### config.mk
export PLATFORM = sky130hd
export DESIGN_NAME = load_scoreboard_ctrl
export DESIGN_NICKNAME = d
export VERILOG_FILES = /design/src/rtl/load_scoreboard_ctrl.sv
export SDC_FILE = /design/constraint.sdc
export NUM_CORES = 1
export LEC_CHECK = 0
export ABC_AREA = 1
export CAP_MARGIN = 20
export CORE_UTILIZATION = 55
export DETAILED_ROUTE_END_ITERATION = 12
export MAX_ROUTING_LAYER = met4
export PLACE_DENSITY = 0.77
export SYNTH_ARGS = -nofsm -noshare
export SYNTH_HDL_FRONTEND = slang
export SYNTH_SLANG_ARGS = --single-unit
### constraint.sdc
create_clock -name clk -period 4 [get_ports clk]
set_clock_uncertainty 0.15 [all_clocks]
set_input_delay 1 -clock clk [delete_from_list [all_inputs] [get_ports clk]]
set_output_delay 1 -clock clk [all_outputs]
set_load 0.03 [all_outputs]
### src/rtl/load_scoreboard_ctrl.sv
// Load scoreboard issue controller: tracks destination regs of in-flight loads and stalls decode
// on RAW/WAW hazards or a full load FIFO. Optional macro SCOREBOARD_BYPASS_EN enables writeback bypass.
module load_scoreboard_ctrl #(
    parameter int MAX_OUTSTANDING = 4,
    parameter int HANG_CYCLES     = 1024
) (
    input  logic                               clk,
    input  logic                               rst,
    input  logic                               id_valid_i,
    input  logic [4:0]                         id_rs1_i,
    input  logic [4:0]                         id_rs2_i,
    input  logic [4:0]                         id_rd_i,
    input  logic                               id_is_load_i,
    input  logic                               ex_ready_i,
    input  logic                               flush_i,
    input  logic                               ld_done_i,
    output logic [4:0]                         ld_done_rd_o,
    output logic                               issue_o,
    output logic                               stall_o,
    output logic [31:0]                        pending_o,
    output logic [$clog2(MAX_OUTSTANDING):0]   outstanding_o,
    output logic                               hang_o,
    output logic                               ld_err_o
);

    localparam int PW = $clog2(MAX_OUTSTANDING);
    localparam int CW = PW + 1;
    localparam int HW = $clog2(HANG_CYCLES + 1);

    logic [4:0]    fifo_q [MAX_OUTSTANDING];
    logic [PW-1:0] wr_ptr_q, rd_ptr_q;
    logic [CW-1:0] count_q, count_d;
    logic [31:0]   pend_q, pend_d, pend_eff;
    logic [HW-1:0] stall_cnt_q, stall_cnt_d;
    logic          hang_q, ld_err_q;

    logic          fifo_empty, fifo_full, full_eff;
    logic [4:0]    head_rd;
    logic          pop, push, haz;

    assign fifo_empty = (count_q == '0);
    assign fifo_full  = (count_q == CW'(MAX_OUTSTANDING));
    assign head_rd    = fifo_empty ? 5'd0 : fifo_q[rd_ptr_q];
    assign pop        = ld_done_i & ~fifo_empty;

`ifdef SCOREBOARD_BYPASS_EN
    // Returning load data is forwarded, so its reg and its FIFO slot are free this cycle.
    assign pend_eff = pend_q & ~(pop ? (32'd1 << head_rd) : 32'd0);
    assign full_eff = fifo_full & ~ld_done_i;
`else
    assign pend_eff = pend_q;
    assign full_eff = fifo_full;
`endif

    assign haz = ((id_rs1_i != 5'd0) & pend_eff[id_rs1_i])
               | ((id_rs2_i != 5'd0) & pend_eff[id_rs2_i])
               | ((id_rd_i  != 5'd0) & pend_eff[id_rd_i])
               | (id_is_load_i & full_eff);

    assign issue_o = id_valid_i & ~haz & ex_ready_i & ~flush_i;
    assign stall_o = id_valid_i & ~issue_o & ~flush_i;
    assign push    = issue_o & id_is_load_i;

    // Clear before set so a same-reg push/pop leaves the bit set.
    always_comb begin
        pend_d = pend_q;
        if (pop) pend_d[head_rd] = 1'b0;
        if (push && id_rd_i != 5'd0) pend_d[id_rd_i] = 1'b1;
        pend_d[0] = 1'b0;
    end

    always_comb begin
        count_d = count_q;
        case ({push, pop})
            2'b10:   count_d = count_q + CW'(1);
            2'b01:   count_d = count_q - CW'(1);
            default: count_d = count_q;
        endcase
    end

    always_comb begin
        stall_cnt_d = '0;
        if (stall_o) begin
            stall_cnt_d = (stall_cnt_q == HW'(HANG_CYCLES)) ? stall_cnt_q : stall_cnt_q + HW'(1);
        end
    end

    always_ff @(posedge clk) begin
        if (rst) begin
            wr_ptr_q    <= '0;
            rd_ptr_q    <= '0;
            count_q     <= '0;
            pend_q      <= '0;
            stall_cnt_q <= '0;
            hang_q      <= 1'b0;
            ld_err_q    <= 1'b0;
        end else begin
            if (push) wr_ptr_q <= wr_ptr_q + PW'(1);
            if (pop)  rd_ptr_q <= rd_ptr_q + PW'(1);
            count_q     <= count_d;
            pend_q      <= pend_d;
            stall_cnt_q <= stall_cnt_d;
            hang_q      <= hang_q | (stall_cnt_d == HW'(HANG_CYCLES));
            ld_err_q    <= ld_err_q | (ld_done_i & fifo_empty);
        end
    end

    // Storage needs no reset: head is masked to 0 while the FIFO is empty.
    always_ff @(posedge clk) begin
        if (push) fifo_q[wr_ptr_q] <= id_rd_i;
    end

    assign ld_done_rd_o  = head_rd;
    assign pending_o     = pend_q;
    assign outstanding_o = count_q;
    assign hang_o        = hang_q;
    assign ld_err_o      = ld_err_q;

endmodule

## Yosys cells after proc, flatten, opt, wreduce, memory -nomap -nowiden

Memory sizes are Yosys's and may differ from the RTL's. A register that Yosys moved wholly into a read port is not among the register bits.
Cells that the tools add are included.

- Bits of input ports: 22
- Output and inout port bits: 44
- Memories kept: 1
- Bits in registers: 52
- Word-level logic and storage cells: 77
- Bits in writable memories: 20

- $add $sub $neg: 5
- Order comparisons: 6
- Equality and inequality tests: 5
- Bitwise logic cells: 24
- Muxes and demuxes: 20
- Reductions and logical operators: 8

Memories:

| name | depth | width | read ports | clocked after Yosys merged registers in | wr ports | line | source |
|---|---|---|---|---|---|---|---|
| fifo_q | 4 | 5 | 1 | 1 | 1 | 30 | `logic [4:0] fifo_q [MAX_OUTSTANDING];` |

Operators with widths:

| kind | number |
|---|---|
| $mux W32 | 2 |
| $and A32 B32 Y32 | 1 |
| $not A32 Y32 | 1 |
| $or A32 B32 Y32 | 1 |
| $lt A5 B6 Y1 const B | 4 |
| $eq A11 B11 Y1 const B | 2 |
| $mux W11 | 2 |
| $bmux W1 S5 | 3 |
| $reduce_bool A5 Y1 | 3 |
| $and A1 B1 Y1 | 12 |
| $add A11 B1 Y11 const B | 1 |
| $demux W1 S5 | 2 |
| $ge A5 B1 Y1 const B | 2 |
| $mux W1 | 7 |
| $pmux W3 S2 | 1 |
| $mux W5 | 1 |
| $or A1 B1 Y1 | 5 |
| $add A2 B1 Y2 const B | 2 |
| $mux W2 | 2 |
| $not A1 Y1 | 4 |
| $add A3 B1 Y3 const B | 1 |
| $eq A3 B3 Y1 const B | 1 |
| $logic_and A1 B1 Y1 | 3 |
| $logic_not A3 Y1 | 1 |
| other kinds (4) | 4 |

## Logic depth before layout (Yosys ltp)

Gate-level depths: netlist of run 1.

- Word-level depth: 16
- Depth in mapped cells: 22

## Least setup slack after synthesis of run 1

No wires, ideal clock.

- Path kind: input -> output
- From: input port id_rs2_i[0]
- To: output port stall_o
- Stages on the path: 13
- Data arrival time: 2.403 ns
- Slack: 0.447 ns
- Data required time: 2.850 ns
- Cells stage by stage: buf_4 > inv_1 > buf_4 > nand2_1 > nand3_1 > nand3_1 > nand3_1 > nand2_1 > nand2_1 > nand3_1 > nor2_4 > nor2_1 > buf_2

- Cells in the longest elaborated chain, start to end: 13
- Elaborated cells on any way between the ends: 14
- Those cells by class: mux (2); bitwise (11); reduce/logical (1)

Ends and longest elaborated chain:

| element | line | source |
|---|---|---|
| start, declared | 11 | `input logic [4:0] id_rs2_i,` |
| $bmux W1 S5 | 56 | `\| ((id_rs2_i != 5'd0) & pend_eff[id_rs2_i])` |
| $mux W1 (not written as such) | 56 |  |
| $and A1 B1 Y1 * | 56 |  |
| $or A1 B1 Y1 * | 56 |  |
| $or A1 B1 Y1 * | 57 | `\| ((id_rd_i != 5'd0) & pend_eff[id_rd_i])` |
| $or A1 B1 Y1 * | 58 | `\| (id_is_load_i & full_eff);` |
| $not A1 Y1 * | 60 | `assign issue_o = id_valid_i & ~haz & ex_ready_i & ~flush_i;` |
| $and A1 B1 Y1 * (3 in a row) | 60 |  |
| named net issue_o | 18 | `output logic issue_o,` |
| $not A1 Y1 * | 61 | `assign stall_o = id_valid_i & ~issue_o & ~flush_i;` |
| $and A1 B1 Y1 * (2 in a row) | 61 |  |
| end, declared | 19 | `output logic stall_o,` |

Mark *: on every way through the listed nets, which the timed path passes. The rest lies on a longest branch. The select of a mux whose other input is x is not followed.

## Worst setup path in the final report of run 1

- From: input port id_rs2_i[2]
- To: output port stall_o

- Cells in the longest elaborated chain, start to end: 13
- Elaborated cells on any way between the ends: 14
- Those cells by class: mux (2); bitwise (11); reduce/logical (1)

Ends and longest elaborated chain:

| element | line |
|---|---|
| $bmux W1 S5 | 56 |
| $mux W1 (not written as such) | 56 |
| $and A1 B1 Y1 * | 56 |
| $or A1 B1 Y1 * | 56 |
| $or A1 B1 Y1 * | 57 |
| $or A1 B1 Y1 * | 58 |
| $not A1 Y1 * | 60 |
| $and A1 B1 Y1 * (3 in a row) | 60 |
| $not A1 Y1 * | 61 |
| $and A1 B1 Y1 * (2 in a row) | 61 |

Mark *: on every way between the ends. The rest lies on a longest branch, timed or not. The select of a mux whose other input is x is not followed.

==> flow_summary_export.csv, run 1 <==
group,metric,value,unit
yosys,synth_area_leaders,"dfxtp_1, nand2_1, edfxtp_1",
clock_network,h-tree-depth,3,
yosys,syn_inst,653,
placed_design,portBuffers,64,
power_and_ir_drop,power_frac_seq,0.418,
final_layout,diodes,0,
critical_path,crit_type,"primary input to primary output",
final_layout,drive_gt1_frac,0.105,
floorplan,die_y,90.9,µm
drt,drt-initial-drc-count,362,
worst_hold_path,hp-start,"hang_o",
clock_network,path_clk_slew,80,ps
timing,period_minus_slack,3840,ps
clock_network,cts_buffer_depth,2,
drt,num_vias,4739,
timing,rsz0062_at_grt,"no",
yosys,syn_area_per_cell,6.66,µm²
critical_path,rr_endpoint,"outstanding_o[2]",
clock_network,numCtsBuffers,9,
global_route,antenna_found_initial,0,
yosys,syn_area,4350,µm²
worst_hold_path,hold_path_end,"hang_o",
final_layout,final_common_cell,"nand2_1",
yosys,yosysWarnings,0,
global_route,grt_max_degree,47,
clock_network,clock_latency,350,ps
final_layout,layout.nets,774,
yosys,synth_top_area_share,0.244,
critical_path,r2r_cells,20,
power_and_ir_drop,share_comb_of_total_power,0.232,
global_route,grt_pass1_vias,4359,
critical_path,reg2reg_slack,1170,ps
power_and_ir_drop,p_int,1290,µW
critical_path,end_kind,"primary output",
timing,fin_hold_ws,308,ps
placed_design,place_congestion,0.913,
placed_design,dpl.hpwl,9720,µm
timing,finalCritPeriodShare,0.961,
drt,routed_wl,13400,µm
timing,maxSlewViolCount,0,
timing,setup_viol,0,
yosys,synth_nets,683,
critical_path,path_max_fanout,3,
timing,fin_setup_tns,0,ps
final_layout,final_cell_mix,"nand2_1, inv_1, nand3_1, clkdlybuf4s50_1, dfxtp_1",
floorplan,core-area,7690,µm²
critical_path,worst_ep_arrival_time,2690,ps
floorplan,pin_count,66,
yosys,synthArstFlopShare,0,
worst_hold_path,worstHoldPathCells,2,
final_layout,syn_to_final_growth,28.2,%
job,max_cap_viol_count,0,
final_layout,design_area,5580,µm²
power_and_ir_drop,powerDensity,341,nW/µm²
final_layout,fill_cells,656,
power_and_ir_drop,total_power,1900,µW
worst_hold_path,hold_class,"flop to flop",
run_status,status,"completed",
floorplan,die-area,8270,µm²
yosys,synth_seq_cells,73,
clock_network,ctsHoldBuffers,0,
drt,route.detailed.drc,0,
drt,viasPerCell,5.57,
critical_path,rr_startpoint,"pending_o[21]",
power_and_ir_drop,switching_share,0.322,
power_and_ir_drop,p_sw,612,µW
power_and_ir_drop,ir_drop,0.296,mV
clock_network,cts_tree,"done",
floorplan,start_util,0.566,
drt,dr.pass1.iters,5,
global_route,grt_pass1_wl,21200,µm
yosys,yosysTopAreaCell,"dfxtp_1",
floorplan,num_rows,32,
timing,hold_viol_final,0,
yosys,synth-main-ff-cell,"dfxtp_1",
floorplan,die_x,90.9,µm
global_route,gr-usage-all-layers,0.339,
yosys,synth_edf_count,20,
timing,clock.fmax,260,MHz
global_route,grt_overflow,0,
drt,final_antenna_net_count,0,
power_and_ir_drop,p_clk_frac,0.350,
final_layout,utilization,0.726,
clock_network,cts-root-buf,"clkbuf_8",
power_and_ir_drop,leakage,0.00237,µW
critical_path,cp.required,2850,ps
yosys,synth_cell_type_count,37,
clock_network,clock_sinks,73,
critical_path,start_kind,"primary input",
drt,routedWlPerCell,15.7,µm
yosys,yosysSeqAreaShare,0.382,
placed_design,dpl-instance-area,5250,µm²
-- cell usage after synthesis, types with 2 or more instances --
cell type,number
nand2_1,218
inv_1,73
nand3_1,70
dfxtp_1,53
nor2_1,52
a21oi_1,41
o21ai_0,39
edfxtp_1,20
nor3_1,11
buf_2,7
clkbuf_1,7
ha_1,7
nand4_1,7
xor2_1,7
buf_4,5
buf_6,3
inv_2,3
nor2_2,3
nor3b_1,3
a211oi_1,2
a31oi_1,2
nand3b_1,2
nor3_4,2
o22ai_1,2
o41ai_1,2
-- power by group through the flow --
| stage | combinational, µW | clock (µW) | sequential, µW |
|---|---|---|---|
| after floorplan | 248 | 0 | 819 |
| after global placement | 415 | 0 | 810 |
| after detailed placement | 425 | 0 | 811 |
| after CTS | 430 | 673 | 793 |
| after global routing | 477 | 704 | 796 |
| final | 441 | 665 | 794 |
-- timing repair --
item                                    CTS  global route
gates resized for setup                   4            20
cloned                                    0             1
endpoints found under the hold margin     0             0
buffers inserted                          3             0
endpoints found under the setup margin    1             2
-- worst max-delay path by stage --
stage	from	end	slack [ps]	cells past startpoint
final	id_rs2_i[2]	stall_o	160	11
after global routing	id_rs2_i[3]	stall_o	6	11
after CTS	id_rd_i[4]	stall_o	20	12
after global placement	id_rs2_i[0]	stall_o	9	14
after detailed placement	id_rs2_i[0]	stall_o	-10	14
after floorplan	id_rs2_i[0]	stall_o	450	13
-- final cells by class --
class | instances | area [µm²] | area share
multi-input cells | 481 | 2310 | 0.414
flip-flops and latches | 73 | 1660 | 0.298
repair buffers | 101 | 940 | 0.168
inverters | 77 | 299 | 0.0536
well taps | 102 | 128 | 0.0229
clock buffers | 9 | 124 | 0.0222
clock inverters | 7 | 108 | 0.0193
repair inverters | 1 | 7.51 | 0.00135
-- routing by layer --
metal  GRT usage  part of all wire  routed length (µm)
met3      0.0553             0.086                1150
met1       0.418              0.41                5460
met2       0.545              0.47                6300
met4       0.157             0.035                 467
met5           -                 0                   0
-- critical path, stage by stage --
cell	delay, ps
clkdlybuf4s50_1	520
inv_1	100
buf_4	150
nand3_1	80
nand3_1	100
nand4_1	80
nand3_1	130
nand3_1	170
nor2_4	70
nor2_1	120
buf_4	180
-- registers in the layout, summed over array words and instances (netlist names), named ones only --
signal,count
pending_o,31
fifo_q,20
stall_cnt_q,11
outstanding_o,3
rd_ptr_q,2
wr_ptr_q,2
hang_o,1
ld_err_o,1
-- cells by family (layout without fill, tap and decap cells) --
group,Yosys count,after routing,share of synthesized area
adders and majority gates,8,8,0.0247
and+or+nand+nor,370,370,0.362
muxes,1,1,0.00259
DFF,73,73,0.382
AOI/OAI and AO/OA,93,93,0.115
other,1,1,0.000862
buffers and inverters,99,195,0.0969
xor gates and xnor gates,8,8,0.0161
-- through the flow --
step | setup slack, ps | cells
after global placement | 9.25 | 831
after CTS | 15.3 | 850
after detailed placement | -14.9 | 831
final | 157 | 851
after floorplan | 447 | 653
after global routing | 5.57 | 851
Note: power is estimated with default switching activity, not from simulation.
==> run 2, diff against run 1 <==
- CORE_MARGIN: not set -> 2
==> flow_summary_export.csv, run 2 (synthesis results as in run 1) <==
group,metric,value,unit
run_status,status,"completed",
worst_hold_path,worstHoldPathCells,2,
drt,dr.pass1.iters,6,
global_route,antenna_found_initial,0,
final_layout,final_cell_mix,"nand2_1, inv_1, nand3_1, clkdlybuf4s50_1, dfxtp_1",
final_layout,layout.nets,776,
power_and_ir_drop,ir_drop,0.293,mV
global_route,grt_max_degree,27,
final_layout,diodes,0,
timing,finalCritPeriodShare,0.972,
placed_design,place_congestion,0.947,
drt,met2_length,6570,µm
timing,hold_viol_final,0,
global_route,grt_pass1_vias,4397,
drt,routedWlPerCell,16.4,µm
floorplan,die_y,92.9,µm
final_layout,multiInputGateArea,2320,µm²
drt,num_vias,4794,
global_route,grt_pass1_wl,22300,µm
critical_path,path_max_fanout,5,
clock_network,cts-root-buf,"clkbuf_8",
critical_path,rr_endpoint,"outstanding_o[2]",
power_and_ir_drop,leakage,0.00240,µW
critical_path,critPathLaunch,"id_rd_i[3]",
timing,maxSlewViolCount,0,
critical_path,crit_type,"primary input to primary output",
drt,routed_wl,14000,µm
critical_path,cp-endpoint,"stall_o",
floorplan,core-area,7690,µm²
critical_path,end_kind,"primary output",
critical_path,r2r_cells,18,
drt,route.detailed.drc,0,
critical_path,worst_ep_arrival_time,2740,ps
floorplan,die_x,92.9,µm
placed_design,portBuffers,64,
timing,fin_hold_ws,311,ps
critical_path,reg2reg_slack,1040,ps
final_layout,utilization,0.728,
drt,final_antenna_net_count,0,
final_layout,seq_area,1660,µm²
drt,wl_met3,1290,µm
worst_hold_path,hold_class,"flop to flop",
clock_network,path_clk_slew,80,ps
floorplan,num_rows,32,
timing,clock.fmax,257,MHz
timing,period_minus_slack,3890,ps
final_layout,final_common_cell,"nand2_1",
global_route,gr-usage-all-layers,0.344,
timing,worstMarginPinSlew,1070,ps
final_layout,drive_gt1_frac,0.111,
clock_network,h-tree-depth,3,
drt,drt-initial-drc-count,328,
drt,viasPerCell,5.62,
drt,top_layer_used,"met4",
job,max_cap_viol_count,0,
floorplan,die-area,8640,µm²
clock_network,cts_buffer_depth,2,
floorplan,start_util,0.566,
clock_network,clock_sinks,73,
final_layout,largest_reg_flops,31,
placed_design,placed_cells,832,
final_layout,final_cells,853,
timing,rsz0062_at_grt,"no",
global_route,grt_overflow,0,
drt,wl_met1,5670,µm
timing,slew_headroom,0.286,
timing,setup_viol,0,
critical_path,rr_startpoint,"pending_o[28]",
placed_design,dpl.hpwl,10100,µm
critical_path,start_kind,"primary input",
clock_network,clock_latency,360,ps
final_layout,syn_to_final_growth,28.7,%
final_layout,fill_cells,662,
critical_path,cp.required,2850,ps
power_and_ir_drop,powerDensity,334,nW/µm²
clock_network,cts_tree,"done",
floorplan,pin_count,66,
clock_network,numCtsBuffers,9,
run 2: cell count changes in the layout (fill, tap and decap cells not counted), moves of 2 or more:
cell	change
nand3_2	+3
buf_4	+3
nand3_1	-3
clkinv_4	+2
run 2: cell type report:
class	count	area share
clock buffer	9	0.0221
clock inverter	7	0.0154
inverter	77	0.0523
multi-input combinational	481	0.414
sequential	73	0.297
tap	102	0.0228
timing repair buffer	103	0.175
timing repair inverter	1	0.00134
run 2: metrics by stage:
step / power (µW) / instance area [µm²] / setup WS (ps) / TNS [ps]
finish: 1870 / 5600 / 110 / 0
global route: 1940 / 5600 / 0.290 / 0
CTS: 1860 / 5500 / 5.05 / 0
detailed placement: 1240 / 5260 / -186 / -228
global placement: 1220 / 5260 / -2.92 / -2.92
floorplan: 1070 / 4350 / 447 / 0
run 2: worst min path at each step:
stage	from	slack, ps	end
final	hang_o	310	hang_o
after global routing	hang_o	340	hang_o
after CTS	hang_o	310	hang_o
after detailed placement	hang_o	290	hang_o
after global placement	ld_err_o	290	ld_err_o
after floorplan	wr_ptr_q[0]	330	wr_ptr_q[0]
run 2: power by group:
| group | leakage [µW] | switching [µW] | internal [µW] |
|---|---|---|---|
| clock network | 0.000104 | 325 | 301 |
| logic | 0.00169 | 299 | 151 |
| registers | 0.000608 | 19.5 | 774 |
run 2: timing repair:
item                                    CTS  global route
hold buffers                              0             0
pin swaps                                 0             2
gates cloned                              1             1
gates resized for setup                   2            21
setup buffers                             0             3
endpoints found under the setup margin    1             3
run 2: critical path: stages:
cell	delay [ps]
clkdlybuf4s50_1	550
inv_1	130
nor3_2	280
nand2_1	90
nand2_1	70
inv_1	50
nand2_1	70
nor2_2	50
nand3_2	80
nor2_4	60
nor2_1	140
buf_4	190
run 2: layer usage:
layer	vias up	GRT usage
met4	0	0.131
met3	52	0.0618
li1	2306	-
met2	268	0.551
met5	-	-
met1	2168	0.435
